### src/rtl/preg_recovery_ctrl_pkg.sv
// Shared types and default sizes for the physical-register recovery sequencer.
`ifndef N
`define N 4
`endif
`ifndef PHYS_REG_SZ_R10K
`define PHYS_REG_SZ_R10K 64
`endif
`ifndef NUM_BRANCH_CKPT
`define NUM_BRANCH_CKPT 8
`endif

package preg_recovery_ctrl_pkg;

  localparam int unsigned SCALAR_N        = `N;
  localparam int unsigned PHYS_REGS       = `PHYS_REG_SZ_R10K;
  localparam int unsigned NUM_CKPT_DEF    = `NUM_BRANCH_CKPT;
  localparam int unsigned PHYS_REG_IDX_W  = $clog2(PHYS_REGS);
  localparam int unsigned NUM_SCALAR_BITS = $clog2(SCALAR_N + 1);
  localparam int unsigned CKPT_ID_W       = $clog2(NUM_CKPT_DEF);

  typedef logic [PHYS_REG_IDX_W-1:0]  PHYS_REG_IDX;
  typedef logic [CKPT_ID_W-1:0]       CKPT_ID;
  typedef logic [NUM_SCALAR_BITS-1:0] SCALAR_CNT;

  typedef enum logic {
    IDLE  = 1'b0,
    DRAIN = 1'b1
  } rec_state_t;

endpackage

### src/rtl/preg_recovery_ctrl_lowest_n_select.sv
// Picks the lowest N set bits of a register bitmap, in ascending order,
// and returns their indices, how many were picked and the bitmap without them.
module lowest_n_select
  import preg_recovery_ctrl_pkg::*;
#(
  parameter  int unsigned N     = SCALAR_N,
  parameter  int unsigned PREGS = PHYS_REGS,
  localparam int unsigned IDXW  = $clog2(PREGS),
  localparam int unsigned CNTW  = $clog2(N + 1)
) (
  input  logic [PREGS-1:0]         vec,
  output logic [N-1:0][IDXW-1:0]   idx,
  output logic [CNTW-1:0]          count,
  output logic [PREGS-1:0]         cleared
);

  // Ascending priority scan; lane n receives the n-th set bit found.
  always_comb begin
    int unsigned n;
    n       = 0;
    idx     = '0;
    cleared = vec;
    for (int unsigned b = 0; b < PREGS; b++) begin
      if (vec[b] && (n < N)) begin
        for (int unsigned l = 0; l < N; l++) begin
          if (l == n) idx[l] = IDXW'(b);
        end
        cleared[b] = 1'b0;
        n++;
      end
    end
    count = CNTW'(n);
  end

endmodule

### src/rtl/preg_recovery_ctrl.sv
// Branch-checkpoint tracking and mispredict drain of physical registers
// back to the free list, with dispatch stalled while a drain runs.
module preg_recovery_ctrl
  import preg_recovery_ctrl_pkg::*;
#(
  parameter  int unsigned N        = SCALAR_N,
  parameter  int unsigned PREGS    = PHYS_REGS,
  parameter  int unsigned NUM_CKPT = NUM_CKPT_DEF,
  localparam int unsigned IDXW     = $clog2(PREGS),
  localparam int unsigned CIDW     = $clog2(NUM_CKPT),
  localparam int unsigned CNTW     = $clog2(N + 1),
  localparam int unsigned LANEW    = (N > 1) ? $clog2(N) : 1
) (
  input  logic                     clock,
  input  logic                     reset,
  input  logic [N-1:0]             alloc_valid,
  input  logic [N-1:0][IDXW-1:0]   alloc_preg,
  input  logic                     ckpt_take,
  input  logic [LANEW-1:0]         ckpt_lane,
  output logic [CIDW-1:0]          ckpt_id,
  output logic                     ckpt_full,
  input  logic                     resolve_valid,
  input  logic [CIDW-1:0]          resolve_id,
  input  logic                     resolve_mispred,
  output logic [N-1:0][IDXW-1:0]   recl_preg,
  output logic [CNTW-1:0]          recl_count,
  output logic                     dispatch_stall
);

  rec_state_t state_q, state_nxt;

  logic [NUM_CKPT-1:0] live_q, done_q;
  logic [PREGS-1:0]    mask_q [NUM_CKPT];
  logic [PREGS-1:0]    drain_q, drain_nxt;
  logic [CIDW-1:0]     head_q, tail_q;
  logic [CIDW:0]       cnt_q, cnt_nxt;

  logic [N-1:0][IDXW-1:0] sel_idx;
  logic [CNTW-1:0]        sel_cnt;
  logic [PREGS-1:0]       sel_left, sel_bits;

  logic                in_drain;
  logic [PREGS-1:0]    alloc_bits, young_bits;
  logic                res_live, mispred, correct, take, track;
  logic [NUM_CKPT-1:0] kill, retire;
  logic [CIDW:0]       adv;

  lowest_n_select #(
    .N     (N),
    .PREGS (PREGS)
  ) u_sel (
    .vec     (drain_q),
    .idx     (sel_idx),
    .count   (sel_cnt),
    .cleared (sel_left)
  );

  assign sel_bits = drain_q & ~sel_left;
  assign in_drain = (state_q == DRAIN);

  // Bitmaps of this cycle's allocations: all lanes, and lanes younger than the branch.
  always_comb begin
    alloc_bits = '0;
    young_bits = '0;
    for (int unsigned i = 0; i < N; i++) begin
      if (alloc_valid[i]) begin
        alloc_bits[alloc_preg[i]] = 1'b1;
        if (LANEW'(i) > ckpt_lane) young_bits[alloc_preg[i]] = 1'b1;
      end
    end
  end

  // Classify the resolve and decide whether dispatch activity is applied.
  always_comb begin
    res_live = resolve_valid && live_q[resolve_id];
    mispred  = res_live && resolve_mispred;
    correct  = res_live && !resolve_mispred;
    track    = !in_drain && !mispred;
    take     = track && ckpt_take && !ckpt_full;
  end

  // Slots squashed by a mispredict, and done slots retired contiguously from head.
  // Live slots always span head..tail-1, so age relative to head orders them.
  always_comb begin
    logic [CIDW-1:0]     k_age, s_age, s;
    logic [NUM_CKPT-1:0] done_n;
    logic                run;
    kill   = '0;
    retire = '0;
    adv    = '0;
    run    = 1'b1;
    k_age  = resolve_id - head_q;
    for (int unsigned i = 0; i < NUM_CKPT; i++) begin
      s_age = CIDW'(i) - head_q;
      if (mispred && live_q[i] && (s_age >= k_age)) kill[i] = 1'b1;
    end
    done_n = done_q;
    if (correct) done_n[resolve_id] = 1'b1;
    for (int unsigned off = 0; off < NUM_CKPT; off++) begin
      s = head_q + CIDW'(off);
      if (run && live_q[s] && done_n[s]) begin
        retire[s] = 1'b1;
        adv       = adv + (CIDW+1)'(1);
      end else begin
        run = 1'b0;
      end
    end
  end

  // Next drain bitmap and live-slot count.
  // A mispredict mid-drain must exclude this cycle's reclaimed regs from the new mask.
  always_comb begin
    drain_nxt = in_drain ? sel_left : '0;
    cnt_nxt   = cnt_q - adv + (CIDW+1)'(take);
    if (mispred) begin
      drain_nxt = in_drain ? (mask_q[resolve_id] & ~sel_bits)
                           : (mask_q[resolve_id] | alloc_bits);
      cnt_nxt   = {1'b0, resolve_id - head_q};
    end
  end

  // FSM state register.
  always_ff @(posedge clock) begin
    if (reset) state_q <= IDLE;
    else       state_q <= state_nxt;
  end

  // FSM next state: stay draining while any reg is left to reclaim.
  always_comb begin
    state_nxt = IDLE;
    if (drain_nxt != '0) state_nxt = DRAIN;
  end

  // FSM outputs, all derived from registered state.
  always_comb begin
    dispatch_stall = in_drain;
    recl_count     = in_drain ? sel_cnt : '0;
    recl_preg      = in_drain ? sel_idx : '0;
    ckpt_full      = (cnt_q == (CIDW+1)'(NUM_CKPT));
    ckpt_id        = tail_q;
  end

  // Checkpoint slots, pointers and drain bitmap.
  always_ff @(posedge clock) begin
    if (reset) begin
      live_q  <= '0;
      done_q  <= '0;
      head_q  <= '0;
      tail_q  <= '0;
      cnt_q   <= '0;
      drain_q <= '0;
      for (int unsigned s = 0; s < NUM_CKPT; s++) mask_q[s] <= '0;
    end else begin
      drain_q <= drain_nxt;
      cnt_q   <= cnt_nxt;
      head_q  <= head_q + adv[CIDW-1:0];
      if (mispred)   tail_q <= resolve_id;
      else if (take) tail_q <= tail_q + CIDW'(1);
      for (int unsigned s = 0; s < NUM_CKPT; s++) begin
        if (kill[s] || retire[s]) begin
          live_q[s] <= 1'b0;
          done_q[s] <= 1'b0;
          mask_q[s] <= '0;
        end else if (take && (tail_q == CIDW'(s))) begin
          live_q[s] <= 1'b1;
          done_q[s] <= 1'b0;
          mask_q[s] <= young_bits;
        end else begin
          if (correct && (resolve_id == CIDW'(s))) done_q[s] <= 1'b1;
          if (live_q[s]) mask_q[s] <= (mask_q[s] | (track ? alloc_bits : '0)) & ~sel_bits;
        end
      end
    end
  end

  // Dispatch must stay quiet while the drain runs.
  a_no_dispatch_in_drain: assert property (@(posedge clock) disable iff (reset)
    dispatch_stall |-> ((alloc_valid == '0) && !ckpt_take));

endmodule

### config.mk
export PLATFORM = sky130hd
export DESIGN_NAME = preg_recovery_ctrl
export DESIGN_NICKNAME = d
export VERILOG_FILES = /design/src/rtl/preg_recovery_ctrl_pkg.sv /design/src/rtl/preg_recovery_ctrl_lowest_n_select.sv /design/src/rtl/preg_recovery_ctrl.sv
export SDC_FILE = /design/constraint.sdc
export NUM_CORES = 2
export LEC_CHECK = 0
export CELL_PAD_IN_SITES_DETAIL_PLACEMENT = 0
export CELL_PAD_IN_SITES_GLOBAL_PLACEMENT = 1
export CORE_ASPECT_RATIO = 1.1
export CORE_MARGIN = 10
export CORE_UTILIZATION = 46
export DETAILED_ROUTE_END_ITERATION = 10
export PLACE_DENSITY_LB_ADDON = 0.1
export SETUP_SLACK_MARGIN = 0.5
export SYNTH_ARGS = -nofsm -noshare
export SYNTH_HDL_FRONTEND = slang
export SYNTH_HIERARCHICAL = 1
export SYNTH_SLANG_ARGS = --single-unit
### constraint.sdc
create_clock -name clock -period 55.4 [get_ports clock]
set_input_delay 11.08 -clock clock [delete_from_list [all_inputs] [get_ports clock]]
set_output_delay 11.08 -clock clock [all_outputs]
set_load 0.005 [all_outputs]
==> impl_results.md <==
- R2R setup slack: approximately 15 ns
- Post-synth top area share: 0.291
- Critical path endpoint category: output pin
- Largest area contributor in the netlist: edfxtp_1
- Slowest stage delay, CP: 0.52 ns
- Initial cell density of the core: 0.463
- Vias: roughly 53,000
- Sequential fraction of the synthesis area: 0.326
- EDFF count, synth: around 500
- DRC: 0
- 1st-pass router iterations: 7
- Detailed placer's ending HPWL: 155,000 µm
- Crit-path slowest cell: or4_1
- Worst-Margin Slew: 1.39 ns
- Routability cong.: 1.03
- Crit path max fanout: 13
- Clock latency on the worst-skew pair: 0.66 ns
- Area after DPL: 55,200 µm²
- Mapped cell area: around 53,000 µm²
- Unique masters post-synth: 118
- Worst min-delay path category: reg -> reg
- Async SR Flop Fraction: 0
- Total gr overflow: 0
- Static Leak: 19.9 nW
- Hold Buf Count CTS: 0
- Rows: 130
- CTS root buffer: clkbuf_16
- First-pass GRT wire length: 345,000 µm
- Initial antenna violation count: 12
- Final slew viol count: 0
- RSZ-0062 raised after global routing: no
- Non-filler cells, final: 7,446
- Post-Route WL: 242,000 µm
- Total Neg Setup Slack: 0 ns
- Most frequent CP cell: ha_1
- Via density: 7.14
- Fin area: around 58,000 µm²
- Worst path required time: approximately 44 ns
- Sink Count: 603
- Final clock skew: 0.0334 ns
- Chip Height: around 380 µm
- Synth Register Bits: 603
- Main synth FF type: edfxtp_1
- H-tree levels: 3
- # setup viols final: 0
- DIE WIDTH: 343 µm
- Drt first-iter violations: 7,808
- Total power: 1.62 mW
- Core ar.: 114,000 µm²
- Area delta synth->final: 10.3%
- Maximum clock path buffer count: 3
- CTS tree: built
- Ys Warns: 6
- Routed wire per std cell: 32.5 µm
- Port Buffers: 69
- Crit path buf inv count: 30
- PD cells: 27.9 nW/µm²
- Tmin final: 52.25 ns
- Gr usage total: 0.357
- Mapped Cells: roughly 6,000
- Largest net degree at the start of global routing: 91
- Layout cells sized above 1: 0.131
- Relative slew slack: 0.0754
- Hold Vio Cnt, Final: 0
- Placed insts: about 7,300
- Final #Nets: between 6,000 and 7,000
- Fmax: roughly 0.019 GHz
- Crit path kind: reg -> out
- Main area contributors after synthesis: edfxtp_1, o2111ai_1, ha_1
- Worst VDD drop: around 25 µV
- Max-cap violations: 0
- Critical Path AT: 41.17 ns
- Status: finished, final reports clean
- Clock transition at path regs: about 0.060 ns
- Hold WS: 0.553 ns
- Vias in the first global route: 49,947
- Period utilisation layout: 0.943
- Detail Route Antenna Nets: 0
- Worst setup SP type: register
- Delay-heaviest family, CP: simple AND/OR/NAND/NOR gates
- Cts bufs inserted: 67
- Number of I/O pins: 70
- Full die area: 129,000 µm²
- Syn Area/Cell: between 8 and 9 µm²
[worst paths after layout]
kind                                        startpoint                   endpoint  cells past startpoint
worst max-delay path             drain_q[0]$_SDFF_PP0_              recl_preg[23]                    211
worst min-delay path            done_q[0]$_SDFFE_PP0P_     done_q[0]$_SDFFE_PP0P_                      2
worst max register to register   drain_q[0]$_SDFF_PP0_  dispatch_stall$_SDFF_PP0_                    209
worst min register to register  done_q[0]$_SDFFE_PP0P_     done_q[0]$_SDFFE_PP0P_                      2
[power by group]
part | internal [mW] | switching, mW
logic | 0.236 | 0.385
clock network | 0.249 | 0.207
registers | 0.523 | 0.0208
total | 1.01 | 0.613
[through the flow]
stage | setup WS (ns) | utilization
6_report | 3.15 | 0.511
3_3_place_gp | 0.499 | 0.484
4_1_cts | 0.601 | 0.504
3_5_place_dp | -0.509 | 0.484
2_1_floorplan | 0.800 | -
5_1_grt | 0.198 | 0.510
[worst min-delay path: stages, from the launching register on]
cell	delay, ns
dfxtp_1	0.35
o21ai_0	0.09
nor2_1	0.07
[final cells by class]
class | instances | area, µm²
clock inverter | 32 | 265
antenna | 4 | 10.0
timing repair buffer | 355 | 2850
clock buffer | 90 | 1840
inverter | 188 | 706
multi-input combinational | 4656 | 33400
fill | 10816 | 55800
tap | 1518 | 1900
sequential | 603 | 17200
[metal layers]
metal | GRT usage | share of wire | vias to the layer above
met5 | 0 | 0.00037 | -
met4 | 0.181 | 0.060 | 14
met3 | 0.100 | 0.13 | 874
met2 | 0.540 | 0.43 | 3840
met1 | 0.462 | 0.38 | 25656
li1 | - | - | 22761
[cells in the mapped netlist, types with 35 or more instances]
cell and n:
nor3_1 92, o22ai_1 35, o32ai_1 43, o21a_1 46
mux2i_1 66, a31oi_1 60, nand2b_1 90, inv_1 181
and3_1 78, buf_1 99, nor2b_1 65, mux4_2 137
clkbuf_1 369, nand3_1 95, a21boi_0 38, edfxtp_1 512
ha_1 291, nor2_1 306, a21oi_1 679, nor4_1 42
nand2_1 938, nand4_1 44, buf_2 60, dfxtp_1 91
xnor2_1 59, a22oi_1 116, o21ai_0 165, and2_1 95
o2111ai_1 516
[what timing repair did]
item / CTS / global route
endpoints found under the setup margin: 27 / 27
pin swaps: 1 / 24
resized for setup: 22 / 117
setup buffers: 1 / 36
[cell families (layout without fill, tap and decap cells)]
group / Yosys count / after routing / synth area share
other: 1 / 7 / 0.0000711
buffers and inverters: 759 / 665 / 0.0587
adders and majority gates: 295 / 295 / 0.0705
muxes: 210 / 210 / 0.0725
DFF: 603 / 603 / 0.326
and+or+nand+nor: 2018 / 2018 / 0.181
AOI/OAI and AO/OA: 2027 / 2027 / 0.269
xor gates and xnor gates: 103 / 103 / 0.0217
[registers in the layout, indices dropped and copies added (netlist names)]
register	count
dispatch_stall	1
drain_q	64
mask_q	512
done_q	8
live_q	8
head_q	3
ckpt_id	3
cnt_q	4
[cells in the final DEF (no fill, tap or decap), types with 20 or more instances in the layout]
| cell | count |
|---|---|
| a21boi_0 | 38 |
| a21o_1 | 33 |
| a21oi_1 | 673 |
| a22oi_1 | 110 |
| a31oi_1 | 60 |
| and2_0 | 29 |
| and2_1 | 88 |
| and3_1 | 63 |
| buf_4 | 287 |
| clkbuf_16 | 69 |
| clkdlybuf4s50_1 | 65 |
| dfxtp_1 | 81 |
| edfxtp_1 | 512 |
| ha_1 | 281 |
| inv_1 | 181 |
| mux2i_1 | 59 |
| mux4_2 | 137 |
| nand2_1 | 924 |
| nand2b_1 | 88 |
| nand3_1 | 88 |
| nand4_1 | 44 |
| nor2_1 | 294 |
| nor2b_1 | 65 |
| nor3_1 | 89 |
| nor4_1 | 38 |
| o2111ai_1 | 516 |
| o211ai_1 | 28 |
| o21a_1 | 45 |
| o21ai_0 | 159 |
| o21bai_1 | 20 |
| o221ai_1 | 26 |
| o22ai_1 | 35 |
| o32ai_1 | 41 |
| or2_2 | 21 |
| xnor2_1 | 47 |
| xor2_1 | 20 |
Power figures use the tool's default switching activity.
